$ cat src/rtl/cell_font_pkg.sv
`default_nettype none
// ============================================================================
//  Module      : cell_font_pkg
//  Description : Font ROM codes, keypad screen layout and the placement
//                overlap helper shared by the cell font selector.
//  Revision    : 1.0 - initial release
// ============================================================================
package cell_font_pkg;

  localparam int FONT_W = 5;

  // Glyph indices 0..15 are the hex digits themselves
  localparam logic [FONT_W-1:0] c_plus   = 5'd16;
  localparam logic [FONT_W-1:0] c_minus  = 5'd17;
  localparam logic [FONT_W-1:0] c_times  = 5'd18;
  localparam logic [FONT_W-1:0] c_div    = 5'd19;
  localparam logic [FONT_W-1:0] c_root   = 5'd20;
  localparam logic [FONT_W-1:0] c_bksp   = 5'd21;
  localparam logic [FONT_W-1:0] c_equals = 5'd22;
  localparam logic [FONT_W-1:0] c_ac     = 5'd23;
  localparam logic [FONT_W-1:0] c_empty  = 5'd24;
  localparam logic [FONT_W-1:0] c_dot    = 5'd25;
  localparam logic [FONT_W-1:0] c_cursor = 5'd26;

  // Keypad is a 5x4 grid: rows 8/10/12/14, columns 4/10/16/22/28.
  //   7 8 9 / AC
  //   4 5 6 x BKSP
  //   1 2 3 - ROOT
  //   0 . = + (empty)
  function automatic logic [FONT_W-1:0] keypad_code(input logic [15:0] col,
                                                     input logic [15:0] row);
    logic [1:0] r;
    logic [2:0] c;
    logic       hit_r;
    logic       hit_c;
    keypad_code = c_empty;
    r     = 2'd0;
    c     = 3'd0;
    hit_r = 1'b1;
    hit_c = 1'b1;
    case (row)
      16'd8:   r = 2'd0;
      16'd10:  r = 2'd1;
      16'd12:  r = 2'd2;
      16'd14:  r = 2'd3;
      default: hit_r = 1'b0;
    endcase
    case (col)
      16'd4:   c = 3'd0;
      16'd10:  c = 3'd1;
      16'd16:  c = 3'd2;
      16'd22:  c = 3'd3;
      16'd28:  c = 3'd4;
      default: hit_c = 1'b0;
    endcase
    if (hit_r && hit_c) begin
      case ({r, c})
        5'd0:    keypad_code = 5'd7;
        5'd1:    keypad_code = 5'd8;
        5'd2:    keypad_code = 5'd9;
        5'd3:    keypad_code = c_div;
        5'd4:    keypad_code = c_ac;
        5'd8:    keypad_code = 5'd4;
        5'd9:    keypad_code = 5'd5;
        5'd10:   keypad_code = 5'd6;
        5'd11:   keypad_code = c_times;
        5'd12:   keypad_code = c_bksp;
        5'd16:   keypad_code = 5'd1;
        5'd17:   keypad_code = 5'd2;
        5'd18:   keypad_code = 5'd3;
        5'd19:   keypad_code = c_minus;
        5'd20:   keypad_code = c_root;
        5'd24:   keypad_code = 5'd0;
        5'd25:   keypad_code = c_dot;
        5'd26:   keypad_code = c_equals;
        5'd27:   keypad_code = c_plus;
        default: keypad_code = c_empty;
      endcase
    end
  endfunction

  // True when any digit cell lands on a mapped keypad cell
  function automatic bit layout_overlaps(input int num_digits, input int start_col,
                                         input int pitch, input int row);
    layout_overlaps = 1'b0;
    for (int i = 0; i < num_digits; i++) begin
      if (keypad_code(16'(start_col + i * pitch), 16'(row)) != c_empty)
        layout_overlaps = 1'b1;
    end
  endfunction

endpackage
`default_nettype wire

$ cat src/rtl/cell_font_selector_blink_timer.sv
`default_nettype none
// ============================================================================
//  Module      : blink_timer
//  Description : Counts frames and toggles the cursor blink phase every
//                BLINK_FRAMES frames.
//  Revision    : 1.0 - initial release
// ============================================================================
module blink_timer #(
  parameter int BLINK_FRAMES = 30
) (
  input  logic clk,
  input  logic rst_n,
  input  logic frame_start,
  output logic blink_phase
);

  localparam int c_cnt_w = (BLINK_FRAMES > 1) ? $clog2(BLINK_FRAMES) : 1;
  localparam logic [c_cnt_w-1:0] c_last = c_cnt_w'(BLINK_FRAMES - 1);

  logic [c_cnt_w-1:0] r_count;
  logic               r_phase;

  // Frame counter wraps at the half-period and flips the phase as it wraps
  always_ff @(posedge clk or negedge rst_n) begin
    if (!rst_n) begin
      r_count <= '0;
      r_phase <= 1'b0;
    end else if (frame_start) begin
      if (r_count == c_last) begin
        r_count <= '0;
        r_phase <= ~r_phase;
      end else begin
        r_count <= r_count + 1'b1;
      end
    end
  end

  assign blink_phase = r_phase;

endmodule
`default_nettype wire

$ cat src/rtl/cell_font_selector.sv
`default_nettype none
// ============================================================================
//  Module      : cell_font_selector
//  Description : Maps character-cell coordinates to a font ROM index for the
//                hex digit row and the on-screen keypad, with frame-stable
//                digit snapshot, leading-zero blanking and a blinking cursor.
//  Revision    : 1.0 - initial release
// ============================================================================
module cell_font_selector
  import cell_font_pkg::*;
#(
  parameter int NUM_DIGITS   = 10,
  parameter int CX_W         = 6,
  parameter int CY_W         = 6,
  parameter int DISPLAY_ROW  = 5,
  parameter int START_COL    = 2,
  parameter int COL_PITCH    = 4,
  parameter int BLINK_FRAMES = 30
) (
  input  logic                          clk,
  input  logic                          rst_n,
  input  logic                          pix_valid,
  input  logic                          frame_start,
  input  logic [CX_W-1:0]               cuenta_x_alta,
  input  logic [CY_W-1:0]               cuenta_y_alta,
  input  logic [4*NUM_DIGITS-1:0]       numeros,
  input  logic [$clog2(NUM_DIGITS)-1:0] cursor_pos,
  input  logic                          cursor_en,
  input  logic                          lz_blank_en,
  output logic [4:0]                    font_select,
  output logic                          font_valid,
  output logic                          blink_phase
);

  localparam int c_idx_w = $clog2(NUM_DIGITS);

  if (layout_overlaps(NUM_DIGITS, START_COL, COL_PITCH, DISPLAY_ROW)) begin : g_layout_overlap
    $error("cell_font_selector: digit cells overlap keypad cells");
  end
  if (BLINK_FRAMES < 1) begin : g_blink_range
    $error("cell_font_selector: BLINK_FRAMES must be at least 1");
  end

  logic [4*NUM_DIGITS-1:0] r_shadow_num;
  logic [c_idx_w-1:0]      r_shadow_cpos;
  logic                    r_shadow_cen;
  logic [NUM_DIGITS-1:0]   r_mask;
  logic [NUM_DIGITS-1:0]   w_mask;
  logic                    w_zero_run;
  logic                    w_blink;

  logic                    w_hit;
  logic [c_idx_w-1:0]      w_idx;
  logic [3:0]              w_nibble;
  logic                    w_blank;

  logic                    r_s1_hit;
  logic [c_idx_w-1:0]      r_s1_idx;
  logic [FONT_W-1:0]       r_s1_kp;
  logic                    r_s1_valid;
  logic [3:0]              r_s1_nibble;
  logic                    r_s1_blank;
  logic                    r_s1_cur_on;
  logic [c_idx_w-1:0]      r_s1_cur_pos;

  logic [FONT_W-1:0]       w_font;
  logic [FONT_W-1:0]       r_font;
  logic                    r_valid;

  blink_timer #(
    .BLINK_FRAMES (BLINK_FRAMES)
  ) u_blink (
    .clk         (clk),
    .rst_n       (rst_n),
    .frame_start (frame_start),
    .blink_phase (w_blink)
  );

  // Leading-zero run from the most-significant digit down; digit 0 always shows
  always_comb begin
    w_mask     = '0;
    w_zero_run = lz_blank_en;
    for (int i = NUM_DIGITS - 1; i > 0; i--) begin
      w_zero_run = w_zero_run && (numeros[4*i +: 4] == 4'd0);
      w_mask[i]  = w_zero_run;
    end
  end

  // Per-frame snapshot so a value change mid-frame cannot tear the display
  always_ff @(posedge clk or negedge rst_n) begin
    if (!rst_n) begin
      r_shadow_num  <= '0;
      r_shadow_cpos <= '0;
      r_shadow_cen  <= 1'b0;
      r_mask        <= '0;
    end else if (frame_start) begin
      r_shadow_num  <= numeros;
      r_shadow_cpos <= cursor_pos;
      r_shadow_cen  <= cursor_en;
      r_mask        <= w_mask;
    end
  end

  // Locate the digit cell (if any) under the current coordinates
  always_comb begin
    w_hit    = 1'b0;
    w_idx    = '0;
    w_nibble = 4'd0;
    w_blank  = 1'b0;
    for (int i = 0; i < NUM_DIGITS; i++) begin
      if ((int'(cuenta_x_alta) == START_COL + (NUM_DIGITS - 1 - i) * COL_PITCH) &&
          (int'(cuenta_y_alta) == DISPLAY_ROW)) begin
        w_hit    = 1'b1;
        w_idx    = c_idx_w'(i);
        w_nibble = r_shadow_num[4*i +: 4];
        w_blank  = r_mask[i];
      end
    end
  end

  // Stage 1: capture cell decode together with the shadow state seen this edge
  always_ff @(posedge clk or negedge rst_n) begin
    if (!rst_n) begin
      r_s1_hit     <= 1'b0;
      r_s1_idx     <= '0;
      r_s1_kp      <= c_empty;
      r_s1_valid   <= 1'b0;
      r_s1_nibble  <= 4'd0;
      r_s1_blank   <= 1'b0;
      r_s1_cur_on  <= 1'b0;
      r_s1_cur_pos <= '0;
    end else begin
      r_s1_hit     <= w_hit;
      r_s1_idx     <= w_idx;
      r_s1_kp      <= keypad_code(16'(cuenta_x_alta), 16'(cuenta_y_alta));
      r_s1_valid   <= pix_valid;
      r_s1_nibble  <= w_nibble;
      r_s1_blank   <= w_blank;
      r_s1_cur_on  <= r_shadow_cen && w_blink;
      r_s1_cur_pos <= r_shadow_cpos;
    end
  end

  // Glyph priority on digit cells: cursor, then blank, then hex value.
  // An out-of-range cursor position never matches a real digit index.
  always_comb begin
    w_font = c_empty;
    if (r_s1_valid) begin
      if (r_s1_hit) begin
        if (r_s1_cur_on && (r_s1_idx == r_s1_cur_pos))
          w_font = c_cursor;
        else if (r_s1_blank)
          w_font = c_empty;
        else
          w_font = {1'b0, r_s1_nibble};
      end else begin
        w_font = r_s1_kp;
      end
    end
  end

  // Stage 2: registered outputs
  always_ff @(posedge clk or negedge rst_n) begin
    if (!rst_n) begin
      r_font  <= c_empty;
      r_valid <= 1'b0;
    end else begin
      r_font  <= w_font;
      r_valid <= r_s1_valid;
    end
  end

  assign font_select = r_font;
  assign font_valid  = r_valid;
  assign blink_phase = w_blink;

endmodule
`default_nettype wire

$ cat config.mk
export PLATFORM = sky130hd
export DESIGN_NAME = cell_font_selector
export DESIGN_NICKNAME = d
export VERILOG_FILES = /design/src/rtl/cell_font_pkg.sv /design/src/rtl/cell_font_selector_blink_timer.sv /design/src/rtl/cell_font_selector.sv
export SDC_FILE = /design/constraint.sdc
export NUM_CORES = 1
export LEC_CHECK = 0
export ABC_CLOCK_PERIOD_IN_PS = 1300
export BUFFER_PORTS_ARGS = -buffer_cell sky130_fd_sc_hd__buf_2
export CORE_MARGIN = 5
export CORE_UTILIZATION = 45
export CTS_CLUSTER_DIAMETER = 150
export DETAILED_ROUTE_END_ITERATION = 8
export HOLD_SLACK_MARGIN = 0.06
export PLACE_DENSITY = 0.68
export SLEW_MARGIN = 0
export SYNTH_ARGS = -nofsm -noshare
export SYNTH_HDL_FRONTEND = slang
export SYNTH_SLANG_ARGS = --single-unit
$ cat constraint.sdc
create_clock -name clk -period 1.3 [get_ports clk]
set_input_delay 0.13 -clock clk [delete_from_list [all_inputs] [get_ports clk]]
set_output_delay 0.13 -clock clk [all_outputs]
set_load 0.03 [all_outputs]
==> results.txt <==
- The clock passes through at most 2 buffers.
* Global-route wire length before repair: 17.5 mm
* Commonest cells after routing, fill and taps aside: 83 x sky130_fd_sc_hd__dfrtp_1, 78 x sky130_fd_sc_hd__buf_4, 64 x sky130_fd_sc_hd__buf_2, 57 x sky130_fd_sc_hd__mux2_2, 35 x sky130_fd_sc_hd__dlygate4sd3_1
- The initial antenna violation count is 0.
* Share of the clock period used by the worst path: 112%
- EDFF count, synth: 0
- After clock tree synthesis, the clock-pin slew on the worst setup and hold paths is 0.10 ns.
- The number of different library cells used by synthesis comes to 57.
* Final wirelength: 10.6 mm
- Initial core utilization: 46.3%
- Headroom to the max-slew limit: 67.7%
* Source of the worst register-to-register timing path: r_mask[4]$_DFFE_PN0P_
- Synthesized flop and latch total: 87
* Top flip-flop cell by instance count after synthesis: sky130_fd_sc_hd__dfrtp_1
- Launching element type of the critical path: flop
- Between clock sinks in the finished design, the worst skew comes to 0.0186 ns.
- Final Max Tran Viols: 0
* Synth top area share: 48.6%
- Worst-case setup margin in the final layout: -0.154 ns
- The first routing iteration left 183 violations.
- Entering global routing, the biggest net connects 30 pins.
- The Yosys step of the flow raised 0 warnings.
* Aggregate global-route resource usage: 19.1%
- Counting the buffers created by CTS gives 9.
- Width of the die: 107 um
- The synthesized design spends more area on one cell type than any other, namely sky130_fd_sc_hd__dfrtp_1.
- Seq/Total Area, Yosys: 51.0%
* Finish-stage setup viols: 5
- IR Drop Worst-Case VDD: 492 uV
* Launch point of the critical path: r_mask[4]$_DFFE_PN0P_
* Final hold slack: 0.109 ns
* Die outline height: 107 um
- Biggest area contributors in the synthesized netlist: sky130_fd_sc_hd__dfrtp_1 49%, sky130_fd_sc_hd__mux2_2 15%, sky130_fd_sc_hd__mux2i_1 2.6%
- The worst hold path belongs to the class input port to flop.
- Cells after DPL: 616
- Detailed-placement wirelength estimate: 7.84 mm
- Final non-filler cell total: 673
* Violated checks: negative setup slack
* Slew at the pin closest to its max-slew limit: 0.478 ns
- Net count of the finished layout: 607
- Num rows: 35
* DRC viols: 0
* Fraction of layout cells with a size suffix above 1: 47.1%
* Slack of the worst reg-to-reg path: -0.15 ns
- Final period demand of the worst path: 1.45 ns
- In the final routed layout, each cell accounts on average for 15.8 um.
- Port buffer count: 68
- Post-route total power: 5850 uW
- Pwr dens: 979 nW/um^2
* Endpoint of the worst setup timing path: r_s1_blank$_DFF_PN0_
* Worst endpoint data arrival time: 1.66 ns
- The worst register-to-register path ends at r_s1_blank$_DFF_PN0_.
* Largest fanout of any net on the critical path: 2
- TritonCTS clock tree: built
- Setup repair after global routing missed its margin: true
- Clock sinks: 87
- Post-Synthesis Cells: 363
- The routed layout has 3471 vias.
- Before antenna repair, the detailed router went through 4 iterations.
* Number of global-route vias before repair: 3611
* Number of levels the H-tree was split into: 3
* Async set or reset register ratio after synthesis: 100%
- Area of the placeable core: 9240 um^2
* Detailed-route vias per instance: 5.16
- The die covers 11600 um^2.
- Syn Area/Cell: 11.8 um^2
- Leakage power summed over all cells: 0.00271 uW
- STA classifies the critical path endpoint as a flop.
- In this run the count of I/O pins placed on the die edge is 69.
- Number of nets produced by synthesis: 432
- Most common cell after layout, fill and taps aside: sky130_fd_sc_hd__dfrtp_1
- Final weighted congestion in routability-driven placement: 0.917
- Relative to the synthesized area, the layout overhead comes to 39.8%.
- The flow ran to the end, but the final reports show violations.
- Dpl ws: -0.330 ns
- Antenna Violating Nets Remaining: 0
- Clock latency on the worst-skew pair, taken at its later pin, is 0.35 ns.
- Number of maximum-capacitance constraint violations: 0
* R2r worst-path depth: 5
- Overall overflow remaining after global route: 0
- Cell area after synthesis: 4280 um^2
* Crit path required time: 1.51 ns
* Setup TNS: -0.194 ns
* Root Buffer Master: sky130_fd_sc_hd__clkbuf_8
- Based on the critical path, the design can be clocked at up to 688 MHz.
- Setup CP Type: flop to flop
- The final number of hold-violating endpoints came to 0.
cell type report:
class	count	area, um^2
Antenna cell	1	2.50
Sequential cell	87	2180
Multi-Input combinational cell	245	2080
Clock inverter	5	27.5
Tap cell	129	161
Fill cell	740	3260
Timing Repair Buffer	182	1340
Inverter	13	48.8
Clock buffer	11	131
per-layer routing:
layer	GRT usage [%]	share of wire, %	vias to the layer above
li1	-	-	1681
met1	25.3	45	1675
met2	31.3	49	95
met3	3.72	3.9	20
met4	6.67	2.1	0
met5	0	0	-
Yosys cell counts (3+ instances only):
| library cell | instances |
|---|---|
| sky130_fd_sc_hd__a21oi_1 | 8 |
| sky130_fd_sc_hd__a31oi_1 | 3 |
| sky130_fd_sc_hd__and2_1 | 6 |
| sky130_fd_sc_hd__and3_1 | 3 |
| sky130_fd_sc_hd__buf_1 | 4 |
| sky130_fd_sc_hd__buf_2 | 8 |
| sky130_fd_sc_hd__clkbuf_1 | 3 |
| sky130_fd_sc_hd__dfrtp_1 | 83 |
| sky130_fd_sc_hd__dfstp_2 | 4 |
| sky130_fd_sc_hd__ha_1 | 7 |
| sky130_fd_sc_hd__inv_1 | 13 |
| sky130_fd_sc_hd__mux2_2 | 58 |
| sky130_fd_sc_hd__mux2i_1 | 11 |
| sky130_fd_sc_hd__nand2_1 | 21 |
| sky130_fd_sc_hd__nand2b_1 | 7 |
| sky130_fd_sc_hd__nand3_1 | 14 |
| sky130_fd_sc_hd__nand4_1 | 3 |
| sky130_fd_sc_hd__nor2_1 | 12 |
| sky130_fd_sc_hd__nor3_1 | 5 |
| sky130_fd_sc_hd__nor4_1 | 9 |
| sky130_fd_sc_hd__o2111ai_1 | 4 |
| sky130_fd_sc_hd__o21ai_0 | 18 |
| sky130_fd_sc_hd__o22ai_1 | 7 |
| sky130_fd_sc_hd__or4_1 | 3 |
| sky130_fd_sc_hd__xnor2_1 | 3 |
| sky130_fd_sc_hd__xor2_1 | 4 |
stage by stage:
step	area [um^2]	util, %
after floorplan	4350	-
after global placement	5340	57.8
after detailed placement	5340	57.8
after CTS	5870	63.6
after global routing	5970	64.7
final	5980	64.7
power breakdown:
part	switching (uW)	total, uW	internal, uW
Combinational	503	1120	615
Clock	914	1600	684
Sequential	187	3140	2950
registers in the layout, summed over array words and instances, names as in the netlist, 4 cells and up:
| register | count |
|---|---|
| r_shadow_num | 40 |
| r_mask | 9 |
| font_select | 5 |
| r_s1_kp | 5 |
| u_blink.r_count | 5 |
| r_s1_cur_pos | 4 |
| r_s1_idx | 4 |
| r_s1_nibble | 4 |
| r_shadow_cpos | 4 |
worst min-delay path by stage:
stage                     start  cells after the start                      endpoint  slack (ns)
floorplan                 rst_n                      0      font_select[0]$_DFF_PN0_       -0.17
global placement          rst_n                      1      r_s1_nibble[2]$_DFF_PN0_        0.07
detailed placement        rst_n                      1      r_s1_nibble[3]$_DFF_PN0_        0.07
CTS                 numeros[37]                      3  r_shadow_num[37]$_DFFE_PN0P_         0.1
global route        numeros[36]                      3  r_shadow_num[36]$_DFFE_PN0P_         0.1
finish              numeros[37]                      3  r_shadow_num[37]$_DFFE_PN0P_        0.11
logic make-up after synthesis:
family | synth area share [%]
muxes | 18.4
DFF | 51.0
buffers and inverters | 3.31
AOI/OAI and AO/OA | 9.25
adders and majority gates | 2.28
and+or+nand+nor | 14.3
xor gates and xnor gates | 1.43
critical path, stage by stage, from the launching register on:
cell and delay [ns]:
sky130_fd_sc_hd__dfrtp_1 0.40, sky130_fd_sc_hd__mux2_4 0.27, sky130_fd_sc_hd__a32oi_2 0.19, sky130_fd_sc_hd__o22ai_2 0.11, sky130_fd_sc_hd__a221oi_2 0.24, sky130_fd_sc_hd__nor3_1 0.11
repair_timing:
| action | CTS | global route |
|---|---|---|
| endpoints found under the setup margin | 6 | 12 |
| gates resized for setup | 6 | 19 |
| pin swaps | 7 | 13 |
| endpoints found under the hold margin | 121 | 0 |
| hold buffers | 35 | 0 |
| buffers inserted | 1 | 4 |
Note: power is estimated with default switching activity, not from simulation.
